### config.mk
export PLATFORM = sky130hd
export DESIGN_NAME = bp_cache_req_arbiter
export DESIGN_NICKNAME = d
export VERILOG_FILES = /design/src/rtl/bp_cache_req_arbiter.sv
export SDC_FILE = /design/constraint.sdc
export NUM_CORES = 1
export LEC_CHECK = 0
export BUFFER_PORTS_ARGS = -buffer_cell sky130_fd_sc_hd__buf_2
export CAP_MARGIN = 40
export CORE_AREA = 3 3 90 92
export DETAILED_ROUTE_END_ITERATION = 12
export DIE_AREA = 0 0 93 95
export PLACE_DENSITY = 0.65
export SYNTH_ARGS = -nofsm -noshare
export SYNTH_HDL_FRONTEND = slang
export SYNTH_SLANG_ARGS = --single-unit
### constraint.sdc
create_clock -name clk_i -period 1.8 [get_ports clk_i]
set_clock_uncertainty 0.05 [all_clocks]
set_input_delay 0.18 -clock clk_i [delete_from_list [all_inputs] [get_ports clk_i]]
set_output_delay 0.18 -clock clk_i [all_outputs]
set_load 0.03 [all_outputs]
### src/rtl/bp_cache_req_arbiter.sv
// bp_cache_req_arbiter: round-robin arbitration of I$/D$ requests onto one shared LCE port
module bp_cache_req_arbiter #(
    parameter int req_width_p      = 64,
    parameter int metadata_width_p = 8
) (
    input  logic                          clk_i,
    input  logic                          reset_n_i,
    input  logic [2*req_width_p-1:0]      cache_req_i,
    input  logic [1:0]                    cache_req_v_i,
    output logic [1:0]                    cache_req_ready_o,
    input  logic [2*metadata_width_p-1:0] cache_req_metadata_i,
    input  logic [1:0]                    cache_req_metadata_v_i,
    output logic [1:0]                    cache_req_complete_o,
    output logic [1:0]                    cache_req_critical_o,
    output logic [req_width_p-1:0]        lce_req_o,
    output logic                          lce_req_v_o,
    input  logic                          lce_req_ready_i,
    output logic [metadata_width_p-1:0]   lce_req_metadata_o,
    output logic                          lce_req_metadata_v_o,
    input  logic                          lce_req_complete_i,
    input  logic                          lce_req_critical_i
);
    typedef enum logic [1:0] {S_READY, S_META, S_BUSY} state_t;
    state_t r_state, w_state_n;
    logic   r_grant, r_prio, w_sel, w_hs;
    // Contended cycles follow the pointer; otherwise the lone valid requester wins
    assign w_sel = (cache_req_v_i == 2'b11) ? r_prio : cache_req_v_i[1];
    assign w_hs  = (r_state == S_READY) && (|cache_req_v_i) && lce_req_ready_i;
    assign lce_req_o          = w_sel ? cache_req_i[2*req_width_p-1:req_width_p] : cache_req_i[req_width_p-1:0];
    assign lce_req_metadata_o = r_grant ? cache_req_metadata_i[2*metadata_width_p-1:metadata_width_p]
                                        : cache_req_metadata_i[metadata_width_p-1:0];
    // Next state and handshake outputs; everything is forced low while reset is held
    always_comb begin
        w_state_n            = r_state;
        lce_req_v_o          = 1'b0;
        cache_req_ready_o    = 2'b00;
        lce_req_metadata_v_o = 1'b0;
        cache_req_complete_o = 2'b00;
        cache_req_critical_o = 2'b00;
        case (r_state)
            S_READY: begin
                lce_req_v_o              = reset_n_i && (|cache_req_v_i);
                cache_req_ready_o[w_sel] = reset_n_i && lce_req_ready_i;
                w_state_n                = w_hs ? S_META : S_READY;
            end
            S_META: begin
                lce_req_metadata_v_o = reset_n_i && cache_req_metadata_v_i[r_grant];
                w_state_n            = cache_req_metadata_v_i[r_grant] ? S_BUSY : S_META;
            end
            S_BUSY: begin
                cache_req_critical_o[r_grant] = reset_n_i && lce_req_critical_i;
                cache_req_complete_o[r_grant] = reset_n_i && lce_req_complete_i;
                w_state_n                     = lce_req_complete_i ? S_READY : S_BUSY;
            end
            default: w_state_n = S_READY;
        endcase
    end
    // State, grant and priority pointer; pointer moves to the loser on each accepted request
    always_ff @(posedge clk_i or negedge reset_n_i) begin
        if (!reset_n_i) begin
            r_state <= S_READY;
            r_grant <= 1'b0;
            r_prio  <= 1'b0;
        end else begin
            r_state <= w_state_n;
            if (w_hs) begin
                r_grant <= w_sel;
                r_prio  <= ~w_sel;
            end
        end
    end
endmodule

* After elaboration in Yosys (flattened, before gate mapping)
Index checks and enable logic that the tools add are counted. W data, S select, Z words.
Cells by class: $add $sub $neg 0, multipliers 0, divide/modulo/power cells 0, order comparisons 4, eq/ne operators 3, shift operators 0, mux-type cells 18, bitwise operators 4, reduce and logical (&&, ||, !) cells 11
Operators with widths (count):
- $mux W64 | 1
- $mux W2 | 5
- $logic_and A1 B1 Y1 | 9
- $mux W1 | 8
- $mux W8 | 1
- $and A2 B2 Y2 | 3
- $pmux W2 S3 | 1
- $eq A2 B2 Y1 const B | 2
- $lt A1 B2 Y1 const B | 2
- $demux W1 S1 | 2
- $eq A2 B1 Y1 const B | 1
- $ge A1 B1 Y1 const B | 2
- $logic_not A2 Y1 | 1
- $reduce_or A2 Y1 | 1
- $not A1 Y1 | 1
Storage, ports and cells: register bits after elaboration 4, bits in latches 0, RAM bits 0, ROM bits 0, bits of input ports 153, output and inout port bits 80, word-level logic and storage cells 43, memories kept 0

* Longest topological paths before layout
depth in word-level cells 8, mapped depth 5, mapped depth without buffers 3

* Worst setup path before layout
Ideal clock, no wire load.
kind reg2out, start reg r_prio, end out cache_req_ready_o[0], data arrival time 1315 ps, data required time 1570 ps, setup slack 255 ps, stages on the path, launching flop included 5, path buffers 2, cell sequence dfrtp_1 > o21ai_4 > buf_6 > buf_6 > nor2b_1
On the way: longest elaborated chain between the ends 7, elaborated cells on any way between the ends 8, those cells by class order compare: 2; mux: 4; bitwise: 1; reduce/logical: 1
RTL lines:
- start, declared | RTL line 25 | logic r_grant, r_prio, w_sel, w_hs;
- start signal, assigned | RTL line 68 | r_prio <= ~w_sel;
- $mux W1 * | RTL line 27 | assign w_sel = (cache_req_v_i == 2'b11) ? r_prio : cache_req_v_i[1];
- $lt A1 B2 Y1 (implied by the code) or $ge A1 B1 Y1 (tied branches) | RTL line 43 | cache_req_ready_o[w_sel] = reset_n_i && lce_req_ready_i;
- $logic_and A1 B1 Y1 | RTL line 43
- $mux W1 (implied by the code) | RTL line 43
- $demux W1 S1 * | RTL line 43
- $and A2 B2 Y2 (no line) *
- $mux W2 * | RTL line 40 | case (r_state)
- end, declared | RTL line 10 | output logic [1:0] cache_req_ready_o,
Mark *: on every way between the ends. The rest lies on a longest branch, timed or not.

* Final worst setup path
start reg r_prio, end out lce_req_o[56]
On the way: longest elaborated chain between the ends 2
RTL lines:
- $mux W1 | RTL line 27
- $mux W64 | RTL line 29 | assign lce_req_o = w_sel ? cache_req_i[2*req_width_p-1:req_width_p] : cache_req_i[req_width_p-1:0];
- end, declared | RTL line 15 | output logic [req_width_p-1:0] lce_req_o,
Every way passes these cells.

==> results.py <==
metrics = {
    "setup_path": {
        "r2r_start": "r_state[1]",
        "start_kind": "flop",
        "slowest_stage": "dfrtp_1",
        "crit_chain": "o21ai_4 -> buf_6 -> buf_12 -> mux2_1 -> buf_4",
        "cp_top_family": "buffers and inverters",
        "reg2reg_to": "r_prio",
        "worstSetupPathType": "flop to output port",
        "max_stage_delay_ns": 0.39,
        "crit_cells": 5,
        "arrival_ns": 1.62,
        "reg2regPathDepth": 3,
        "crit_required_ns": 1.57,
        "cp_num_buf_inv": 3,
        "r2r_setup_slack_ns": 0.53,
        "endpoint_kind": "output port",
        "crit_fanout": 11,
    },
    "synth": {
        "synthCells": 112,
        "yosysUniqueCellTypes": 20,
        "ys.warnings.count": 0,
        "ys_seq_elements": 4,
        "avgSynthCellArea_um2": 10.2,
        "synth_seq_area_share_pct": 8.76,
        "syn_nets": 265,
        "syn_area_um2": 1140,
    },
    "min_path": {
        "min_from": "cache_req_metadata_v_i[0]",
        "hold_path_end": "r_state[0]",
        "hold_depth": 4,
        "hold_path_class": "input port to flop",
    },
    "timing": {
        "setup_viol": 11,
        "fin_crit_sh_pct": 103,
        "grt_setup_unrepaired": "true",
        "min_period_ns": 1.85,
        "fmax_mhz": 542,
        "relSlewSlack_pct": 74.5,
        "final-hold-violation-count": 0,
        "layout_setup_ws_ns": -0.0464,
        "tightest_slew_ns": 0.382,
        "maxSlewViolCount": 0,
    },
    "route": {
        "drt-initial-drc-count": 35,
        "ant_nets": 0,
        "post_drt_wl_per_cell_um": 17.2,
        "wl_um": 7730,
        "drc": 0,
        "drt_first_pass_iters": 4,
        "viasPerCell": 4.22,
        "num_vias": 1894,
    },
    "power_and_ir_drop": {
        "vdd.ir_drop.worst_v": 0.000280,
        "swShare_pct": 47.6,
        "pwr-share-seq_pct": 7.4,
        "p_int_mw": 1.37,
        "p_clk_share_pct": 7.0,
        "p_comb_share_pct": 85.7,
        "powerDensity_nw_per_um2": 842,
        "p_leak_nw": 1.76,
        "p_sw_mw": 1.24,
    },
    "layout": {
        "layout_commonest_cell": "buf_2",
        "fillers": 703,
        "fin_cells": 449,
        "drive_gt1_share_pct": 90.6,
        "multi_input_area_um2": 1120,
        "finalNetCount": 505,
        "utilization_pct": 42.5,
        "diodes": 0,
        "most-common-layout-cells": "167 x buf_2, 52 x buf_6, 41 x mux2_4",
        "syn_to_final_growth_pct": 171,
        "regArea_um2": 100,
    },
    "place": {
        "io_buffers": 232,
        "dp_cells": 438,
        "place_congestion": 0.754,
        "hpwlAfterDp_um": 5620,
    },
    "global_routing": {
        "grt.overflow.total": 0,
        "antenna_found_initial": 0,
        "grt_max_degree": 28,
        "first_global_vias": 1888,
        "track_usage_pct": 12.7,
        "grt_pass1_wl_um": 9140,
    },
    "clocking": {
        "cts.path.max_buffers": 2,
        "clk_latency_ns": 0.21,
        "cts.htree.levels": 1,
        "cts_tree": "built",
        "cts_sinks": 4,
        "path_clk_slew_ns": 0.03,
        "cts-buffers-inserted": 3,
        "clock-root-buffer": "clkbuf_8",
    },
    "outcome": {
        "failed_checks": "negative setup slack",
        "status": "finished, violations left",
    },
    "die": {
        "initial_core_util_pct": 15.7,
        "die_w_um": 93,
        "die_h_um": 95,
        "die-area_um2": 8840,
        "rows": 31,
        "num_io_pins": 233,
        "core_area_um2": 7290,
    },
    "flow_run": {
        "cap_violations": 0,
    },
}
-- per-layer routing --
metal  part of all wire [%]  global-route usage [%]  routed length (µm)
met4                   0.97                    1.10                  75
met1                     35                    14.0                2670
met3                    8.8                    3.35                 683
met5                      0                       0                   0
met2                     56                    25.1                4300
-- power by group through the flow --
stage | sequential, mW | clock [mW] | combinational [mW]
final | 0.193 | 0.182 | 2.24
after global routing | 0.201 | 0.194 | 2.34
after CTS | 0.191 | 0.187 | 1.92
after detailed placement | 0.192 | 0 | 1.71
after global placement | 0.189 | 0 | 1.69
after floorplan | 0.177 | 0 | 1.21
-- cell families (layout without fill, tap and decap cells) --
kind of cell / after synthesis / after routing / synth area share [%]
buf+inv: 10 / 248 / 6.68
simple gates: 18 / 18 / 7.01
compound gates: 5 / 5 / 3.83
mux: 75 / 75 / 73.7
flops: 4 / 4 / 8.76
-- worst reg2reg max path, delay by kind of cell, from the launching register on --
kind            cells  cell delay (ns)
compound gates      1             0.19
flops               1             0.44
mux                 1             0.31
simple gates        1             0.17
-- synthesized netlist by cell type --
library cell / number / share of area, %
buf_2: 1 / 0.44
inv_1: 1 / 0.33
inv_2: 1 / 0.33
buf_6: 3 / 3.0
o21ai_4: 1 / 1.4
and2_1: 1 / 0.55
nand2_1: 5 / 1.6
mux2_2: 57 / 56
a21o_1: 1 / 0.66
o211ai_1: 1 / 0.66
o21ai_0: 1 / 0.44
nor3b_1: 1 / 0.66
nor2_1: 8 / 2.6
nand3_1: 1 / 0.44
a22oi_1: 1 / 0.66
mux2i_1: 2 / 1.8
nor2b_1: 2 / 1.1
dfrtp_1: 4 / 8.8
buf_4: 4 / 2.6
mux2_1: 16 / 16
-- area by class of cell --
| type | count | area share (%) |
|---|---|---|
| clock buffers | 3 | 1.33 |
| inverters | 2 | 0.242 |
| multi-input cells | 98 | 36.3 |
| flip-flops and latches | 4 | 3.23 |
| well taps | 99 | 4.00 |
| repair buffers | 243 | 54.9 |
-- through the flow --
step	hold slack (ns)	area, µm²	setup WS (ns)	power [mW]	setup TNS, ns
2_1_floorplan	-0.166	1140	0.255	1.39	0
3_3_place_gp	-0.0447	2410	0.200	1.88	0
3_5_place_dp	-0.0431	2410	0.162	1.90	0
4_1_cts	0.252	2710	-0.0447	2.29	-0.714
5_1_grt	0.274	3100	-0.101	2.73	-2.48
6_report	0.257	3100	-0.0464	2.61	-0.141
-- sequential cells by signal, summed over array words and instances (netlist names) --
| name | flops |
|---|---|
| r_state | 2 |
| r_prio | 1 |
| r_grant | 1 |
-- worst max path at each step --
stage	start	to	slack [ns]
2_1_floorplan	r_prio	cache_req_ready_o[0]	0.26
3_3_place_gp	r_prio	lce_req_o[60]	0.20
3_5_place_dp	r_prio	lce_req_o[53]	0.16
4_1_cts	r_prio	lce_req_o[31]	-0.04
5_1_grt	r_prio	lce_req_o[56]	-0.10
6_report	r_prio	lce_req_o[56]	-0.05
-- what timing repair did --
item,4_1_cts,5_1_grt
gates cloned,1,3
endpoints found under the hold margin,4,0
hold buffers,1,0
gates resized for setup,75,95
setup buffers,2,1
setup endpoints to repair,43,68
Power figures use the tool's default switching activity.
